--- src/rtl/irc_line_framer.sv ---
// IRC line framer: turns a raw received byte stream into trimmed, LF-framed lines
// held in a single line buffer and replayed one byte per cycle to the parser.
module irc_line_framer #(
    parameter int MAX_LEN = 512,
    parameter int LEN_W   = 10,
    parameter int CNT_W   = 16
) (
    input  logic             clk,
    input  logic             rst,
    input  logic             in_valid,
    output logic             in_ready,
    input  logic [7:0]       in_data,
    output logic             out_valid,
    input  logic             out_ready,
    output logic [7:0]       out_data,
    output logic             out_first,
    output logic             out_last,
    output logic [LEN_W-1:0] out_len,
    output logic             out_trunc,
    output logic [CNT_W-1:0] line_count,
    output logic [CNT_W-1:0] trunc_count
);

    localparam int AW = (MAX_LEN > 1) ? $clog2(MAX_LEN) : 1;

    localparam logic [0:0] S_FILL = 1'b0;
    localparam logic [0:0] S_EMIT = 1'b1;

    localparam logic [7:0] CH_LF = 8'h0A;
    localparam logic [7:0] CH_CR = 8'h0D;

    localparam logic [LEN_W-1:0] LEN_MAX  = LEN_W'(MAX_LEN);
    localparam logic [LEN_W-1:0] LEN_ZERO = {LEN_W{1'b0}};
    localparam logic [LEN_W-1:0] LEN_ONE  = LEN_W'(1);

    function automatic logic is_ws(input logic [7:0] b);
        return (b == 8'h20) || (b == 8'h09) || (b == 8'h0B) || (b == 8'h0C);
    endfunction

    logic [7:0]       line_mem_r [0:MAX_LEN-1];
    logic [0:0]       state_r;
    logic [LEN_W-1:0] wr_ptr_r;
    logic [LEN_W-1:0] trim_len_r;
    logic             trunc_r;
    logic [LEN_W-1:0] rd_idx_r;
    logic             in_ready_r;
    logic             out_valid_r;
    logic [7:0]       out_data_r;
    logic             out_first_r;
    logic             out_last_r;
    logic [LEN_W-1:0] out_len_r;
    logic             out_trunc_r;
    logic [CNT_W-1:0] line_count_r;
    logic [CNT_W-1:0] trunc_count_r;

    logic             in_fire_s;
    logic             out_fire_s;
    logic             byte_cr_s;
    logic             byte_lf_s;
    logic             byte_ws_s;
    logic             lead_ws_s;
    logic             room_s;
    logic             store_s;
    logic [LEN_W-1:0] next_idx_s;
    logic [LEN_W-1:0] last_idx_s;

    // Decode of the incoming byte and the handshake strobes.
    always_comb begin
        in_fire_s  = in_valid && in_ready_r && (state_r == S_FILL) && !rst;
        out_fire_s = out_valid_r && out_ready;
        byte_cr_s  = (in_data == CH_CR);
        byte_lf_s  = (in_data == CH_LF);
        byte_ws_s  = is_ws(in_data);
        lead_ws_s  = byte_ws_s && (wr_ptr_r == LEN_ZERO);
        room_s     = (wr_ptr_r < LEN_MAX);
        store_s    = in_fire_s && !byte_cr_s && !byte_lf_s && !lead_ws_s && room_s;
        next_idx_s = rd_idx_r + LEN_ONE;
        last_idx_s = out_len_r - LEN_ONE;
    end

    // Line storage; contents are don't-care until written, so no reset.
    always_ff @(posedge clk) begin
        if (store_s) begin
            line_mem_r[wr_ptr_r[AW-1:0]] <= in_data;
        end
    end

    // Fill/emit state machine with registered output handshake.
    always_ff @(posedge clk) begin
        if (rst) begin
            state_r       <= S_FILL;
            wr_ptr_r      <= LEN_ZERO;
            trim_len_r    <= LEN_ZERO;
            trunc_r       <= 1'b0;
            rd_idx_r      <= LEN_ZERO;
            in_ready_r    <= 1'b1;
            out_valid_r   <= 1'b0;
            out_data_r    <= 8'h00;
            out_first_r   <= 1'b0;
            out_last_r    <= 1'b0;
            out_len_r     <= LEN_ZERO;
            out_trunc_r   <= 1'b0;
            line_count_r  <= {CNT_W{1'b0}};
            trunc_count_r <= {CNT_W{1'b0}};
        end else begin
            case (state_r)
                S_FILL: begin
                    if (in_fire_s) begin
                        if (byte_lf_s) begin
                            if (trim_len_r == LEN_ZERO) begin
                                wr_ptr_r   <= LEN_ZERO;
                                trim_len_r <= LEN_ZERO;
                                trunc_r    <= 1'b0;
                            end else begin
                                out_len_r   <= trim_len_r;
                                out_trunc_r <= trunc_r;
                                rd_idx_r    <= LEN_ZERO;
                                out_valid_r <= 1'b1;
                                out_data_r  <= line_mem_r[0];
                                out_first_r <= 1'b1;
                                out_last_r  <= (trim_len_r == LEN_ONE);
                                in_ready_r  <= 1'b0;
                                state_r     <= S_EMIT;
                            end
                        end else if (!byte_cr_s && !lead_ws_s) begin
                            if (room_s) begin
                                wr_ptr_r <= wr_ptr_r + LEN_ONE;
                                if (!byte_ws_s) begin
                                    trim_len_r <= wr_ptr_r + LEN_ONE;
                                end
                            end else begin
                                // Overflow bytes, whitespace included, only mark the line.
                                trunc_r <= 1'b1;
                            end
                        end
                    end
                end
                S_EMIT: begin
                    if (out_fire_s) begin
                        if (out_last_r) begin
                            line_count_r <= line_count_r + CNT_W'(1);
                            if (out_trunc_r) begin
                                trunc_count_r <= trunc_count_r + CNT_W'(1);
                            end
                            wr_ptr_r    <= LEN_ZERO;
                            trim_len_r  <= LEN_ZERO;
                            trunc_r     <= 1'b0;
                            out_valid_r <= 1'b0;
                            out_first_r <= 1'b0;
                            out_last_r  <= 1'b0;
                            in_ready_r  <= 1'b1;
                            state_r     <= S_FILL;
                        end else begin
                            rd_idx_r    <= next_idx_s;
                            out_data_r  <= line_mem_r[next_idx_s[AW-1:0]];
                            out_first_r <= 1'b0;
                            out_last_r  <= (next_idx_s == last_idx_s);
                        end
                    end
                end
                default: begin
                    state_r     <= S_FILL;
                    in_ready_r  <= 1'b1;
                    out_valid_r <= 1'b0;
                end
            endcase
        end
    end

    assign in_ready    = in_ready_r && !rst;
    assign out_valid   = out_valid_r;
    assign out_data    = out_data_r;
    assign out_first   = out_first_r;
    assign out_last    = out_last_r;
    assign out_len     = out_len_r;
    assign out_trunc   = out_trunc_r;
    assign line_count  = line_count_r;
    assign trunc_count = trunc_count_r;

endmodule

--- config.mk ---
export PLATFORM = sky130hd
export DESIGN_NAME = irc_line_framer
export DESIGN_NICKNAME = d
export VERILOG_FILES = /design/src/rtl/irc_line_framer.sv
export SDC_FILE = /design/constraint.sdc
export NUM_CORES = 2
export LEC_CHECK = 0
export CELL_PAD_IN_SITES_DETAIL_PLACEMENT = 1
export CELL_PAD_IN_SITES_GLOBAL_PLACEMENT = 2
export CORE_MARGIN = 2
export CORE_UTILIZATION = 53
export DETAILED_ROUTE_END_ITERATION = 12
export PLACE_DENSITY = 0.85
export SLEW_MARGIN = 10
export SYNTH_ARGS = -nofsm -noshare
export SYNTH_HDL_FRONTEND = slang
export SYNTH_SLANG_ARGS = --single-unit
--- constraint.sdc ---
create_clock -name clk -period 5.7 [get_ports clk]
set_input_delay 1.14 -clock clk [delete_from_list [all_inputs] [get_ports clk]]
set_output_delay 1.14 -clock clk [all_outputs]
set_load 0.02 [all_outputs]
==> flow_metrics.env <==
export IMPL_synth_net_count=9259
export IMPL_wl_um=539000
export IMPL_drc_errors=0
export IMPL_rsz0062_at_grt="no"
export IMPL_area_growth_pct=12.9
export IMPL_path_buf_inv=3
export IMPL_fin_nets=9587
export IMPL_tightest_slew_ns=1.53
export IMPL_dpl_cell_area_um2=172000
export IMPL_min_to="line_mem_r[69][6]"
export IMPL_post_route_period_util=0.897
export IMPL_clock_sinks=4183
export IMPL_crit_slowest_cell="o32ai_1"
export IMPL_synthSimpleGateAreaFrac=0.0701
export IMPL_synth_mux_area_frac=0.122
export IMPL_die_h_um=561
export IMPL_path_class="reg -> reg"
export IMPL_start_util=0.533
export IMPL_vias=96138
export IMPL_critPathMaxFanout=24
export IMPL_maxCapViolCount=2
export IMPL_drt_iter0_drc=14685
export IMPL_hold_depth=1
export IMPL_synth_edf_count=4096
export IMPL_max_freq_ghz=0.196
export IMPL_clk_pin_slew_ns=0.07
export IMPL_rows=204
export IMPL_synthCells=9239
export IMPL_postRouteAntennaNets=0
export IMPL_netlist_area_um2=164000
export IMPL_final_setup_viol_count=0
export IMPL_status="finished, violations left"
export IMPL_path_cells="ha_4 -> xor2_4 -> buf_12 -> buf_4 -> buf_4 -> nand2_1 -> a311oi_1 -> a311oi_1 -> o32ai_1 -> nor4bb_1 -> a31oi_1"
export IMPL_ys_seq_area_frac=0.758
export IMPL_fin_skew_ns=0.0808
export IMPL_cts_max_level=5
export IMPL_finalWeightedCongestion=0.941
export IMPL_synth_fa_ha_area_frac=0.000609
export IMPL_final_cell_mix="edfxtp_1 (4096), nand2_1 (1303), mux4_2 (764)"
export IMPL_clk_insertion_delay_late_ns=1.03
export IMPL_cts_setup_buffers=0
export IMPL_rrSetupSlack_ns=0.59
export IMPL_synth_compound_area_frac=0.0286
export IMPL_io_buffers=66
export IMPL_hold_viol=0
export IMPL_via_per_inst=6.83
export IMPL_crit_arrival_ns=6.07
export IMPL_antenna_found_initial=39
export IMPL_cts_buffers=421
export IMPL_powerDensity_nw_per_um2=336
export IMPL_ir_drop_mv=0.282
export IMPL_synth_xor_area_frac=0.00310
export IMPL_final_common_cell="edfxtp_1"
export IMPL_tritoncts="done"
export IMPL_grt_pass1_vias=97807
export IMPL_dieArea_um2=315000
export IMPL_synth_top_family_by_area="multiplexers"
export IMPL_p_sw_mw=12.9
export IMPL_fin_crit_ns=5.11
export IMPL_slew_viol_final=3
export IMPL_clockBufferDepth=4
export IMPL_wl_per_cell_um=38.3
export IMPL_cpPeakStageDelay_ns=1.29
export IMPL_grt_usage=0.342
export IMPL_p_comb_frac=0.013
export IMPL_cp_required_ns=6.66
export IMPL_avgSynthCellArea_um2=17.8
export IMPL_synth_warnings=0
export IMPL_final_area_um2=186000
export IMPL_drive_above_1_share=0.191
export IMPL_cp_end_kind="flop"
export IMPL_clkPwrFrac=0.446
export IMPL_hpwlAfterDp_um=324000
export IMPL_clockRootBuffer="clkbuf_16"
export IMPL_ys_types=83
export IMPL_cts_resized=0
export IMPL_startpoint_type="flop"
export IMPL_pin_count=67
export IMPL_reg2reg_to="out_data[1]"
export IMPL_timing_slew_headroom=-0.0221
export IMPL_reg2reg_from="rd_idx_r[1]"
export IMPL_drt_first_pass_iters=8
export IMPL_reg2regPathDepth=11
export IMPL_cp_top_family="compound AO/OA/AOI/OAI gates"
export IMPL_core_um2=309000
export IMPL_synthArstFlopShare=0
export IMPL_p_seq_frac=0.542
export IMPL_synth_ff_type="edfxtp_1"
export IMPL_ys_seq_elements=4183
export IMPL_hp_class="in -> reg"
export IMPL_ctsHoldBuffers=0
export IMPL_grt_ovfl_total=0
export IMPL_grt_pass1_wl_um=760000
export IMPL_p_int_mw=49.4
export IMPL_power_leakage_nw=57.2
export IMPL_fin_setup_tns_ns=0
export IMPL_die_w_um=561
export IMPL_grt_max_degree=203
export IMPL_swShare=0.207
export IMPL_min_delay_start="in_data[6]"
export IMPL_violations="max-capacitance violations, max-slew violations"
## per-layer routing
layer / part of all wire / track usage / vias up
li1: - / - / 37342
met1: 0.36 / 0.461 / 50362
met2: 0.46 / 0.522 / 7030
met3: 0.12 / 0.0817 / 1386
met4: 0.058 / 0.177 / 18
met5: 0.00019 / 0 / -
## flip-flops by register name, indices dropped and copies added, names as in the netlist
name         cells
out_first        1
trunc_count     16
rd_idx_r        10
out_len         10
line_count      16
trim_len_r      10
out_valid        1
out_last         1
out_trunc        1
line_mem_r    4096
out_data         8
state_r          1
wr_ptr_r        10
in_ready_r       1
trunc_r          1
## logic make-up after synthesis
group                      Yosys count
AOI/OAI and AO/OA                  639
xor gates and xnor gates            53
adders and majority gates            8
buffers and inverters              605
DFF                               4183
muxes                             1040
and+or+nand+nor                   2711
## layout make-up
class | instances | area (um^2)
inverter | 13 | 53.8
tap | 4120 | 5150
antenna | 23 | 57.6
timing repair buffer | 497 | 4760
multi-input combinational | 4451 | 37200
sequential | 4183 | 125000
fill | 26716 | 123000
clock buffer | 519 | 11000
clock inverter | 261 | 2650
## worst max-delay path by stage
stage / startpoint / to / slack [ns] / cells past startpoint
final: rd_idx_r[1] / out_data[1] / 0.59 / 11
after global routing: rd_idx_r[1] / out_data[1] / 0.71 / 11
after CTS: rd_idx_r[1] / out_data[4] / 0.44 / 10
after detailed placement: in_data[4] / line_mem_r[308][2] / 0.39 / 8
after global placement: in_data[4] / line_mem_r[307][6] / 0.58 / 8
after floorplan: in_data[3] / line_mem_r[368][0] / 1.92 / 9
## power by group through the flow
stage | Clock, mW | Sequential, mW | Combinational (mW)
floorplan | 0 | 34.4 | 0.0620
global placement | 0 | 34.4 | 0.728
detailed placement | 0 | 34.4 | 0.773
CTS | 27.9 | 33.8 | 0.769
global route | 28.9 | 33.7 | 0.805
finish | 27.8 | 33.8 | 0.793
## synth_stat cells, drive strengths merged, types with 25 or more instances
library cell	number	share of area
mux2i	259	0.016
a22oi	27	0.0012
a41oi	39	0.0021
nand3	457	0.014
a31oi	124	0.0047
a311oi	33	0.0018
nor4	29	0.0011
a21oi	63	0.0019
mux4	764	0.10
nor3	57	0.0018
nand2	1320	0.030
xnor2	25	0.0014
xor2	28	0.0017
dfxtp	87	0.011
a32oi	118	0.0063
buf	399	0.013
nor2	643	0.015
and3	37	0.0014
edfxtp	4096	0.75
clkbuf	193	0.0044
nand4	61	0.0024
o21ai	67	0.0020
## worst reg2reg max path, delay by kind of cell (launching register included)
kind            cells  cell delay [ns]
compound gates      4             2.05
buf+inv             3             1.07
xor+xnor            1             0.68
flops               1             0.61
fa+ha+maj           1             0.36
simple gates        2             0.25
## through the flow
step | hold WS (ns) | setup WS (ns) | utilization | std cells | total power [mW]
CTS | 0.437 | 0.437 | 0.601 | 14044 | 62.4
global placement | 0.476 | 0.576 | 0.557 | 13263 | 35.1
finish | 0.477 | 0.589 | 0.601 | 14067 | 62.3
global route | 0.459 | 0.709 | 0.601 | 14047 | 63.5
detailed placement | 0.492 | 0.390 | 0.557 | 13264 | 35.2
floorplan | 0.450 | 1.92 | - | 9239 | 34.5
(Power assumes the default switching activity.)
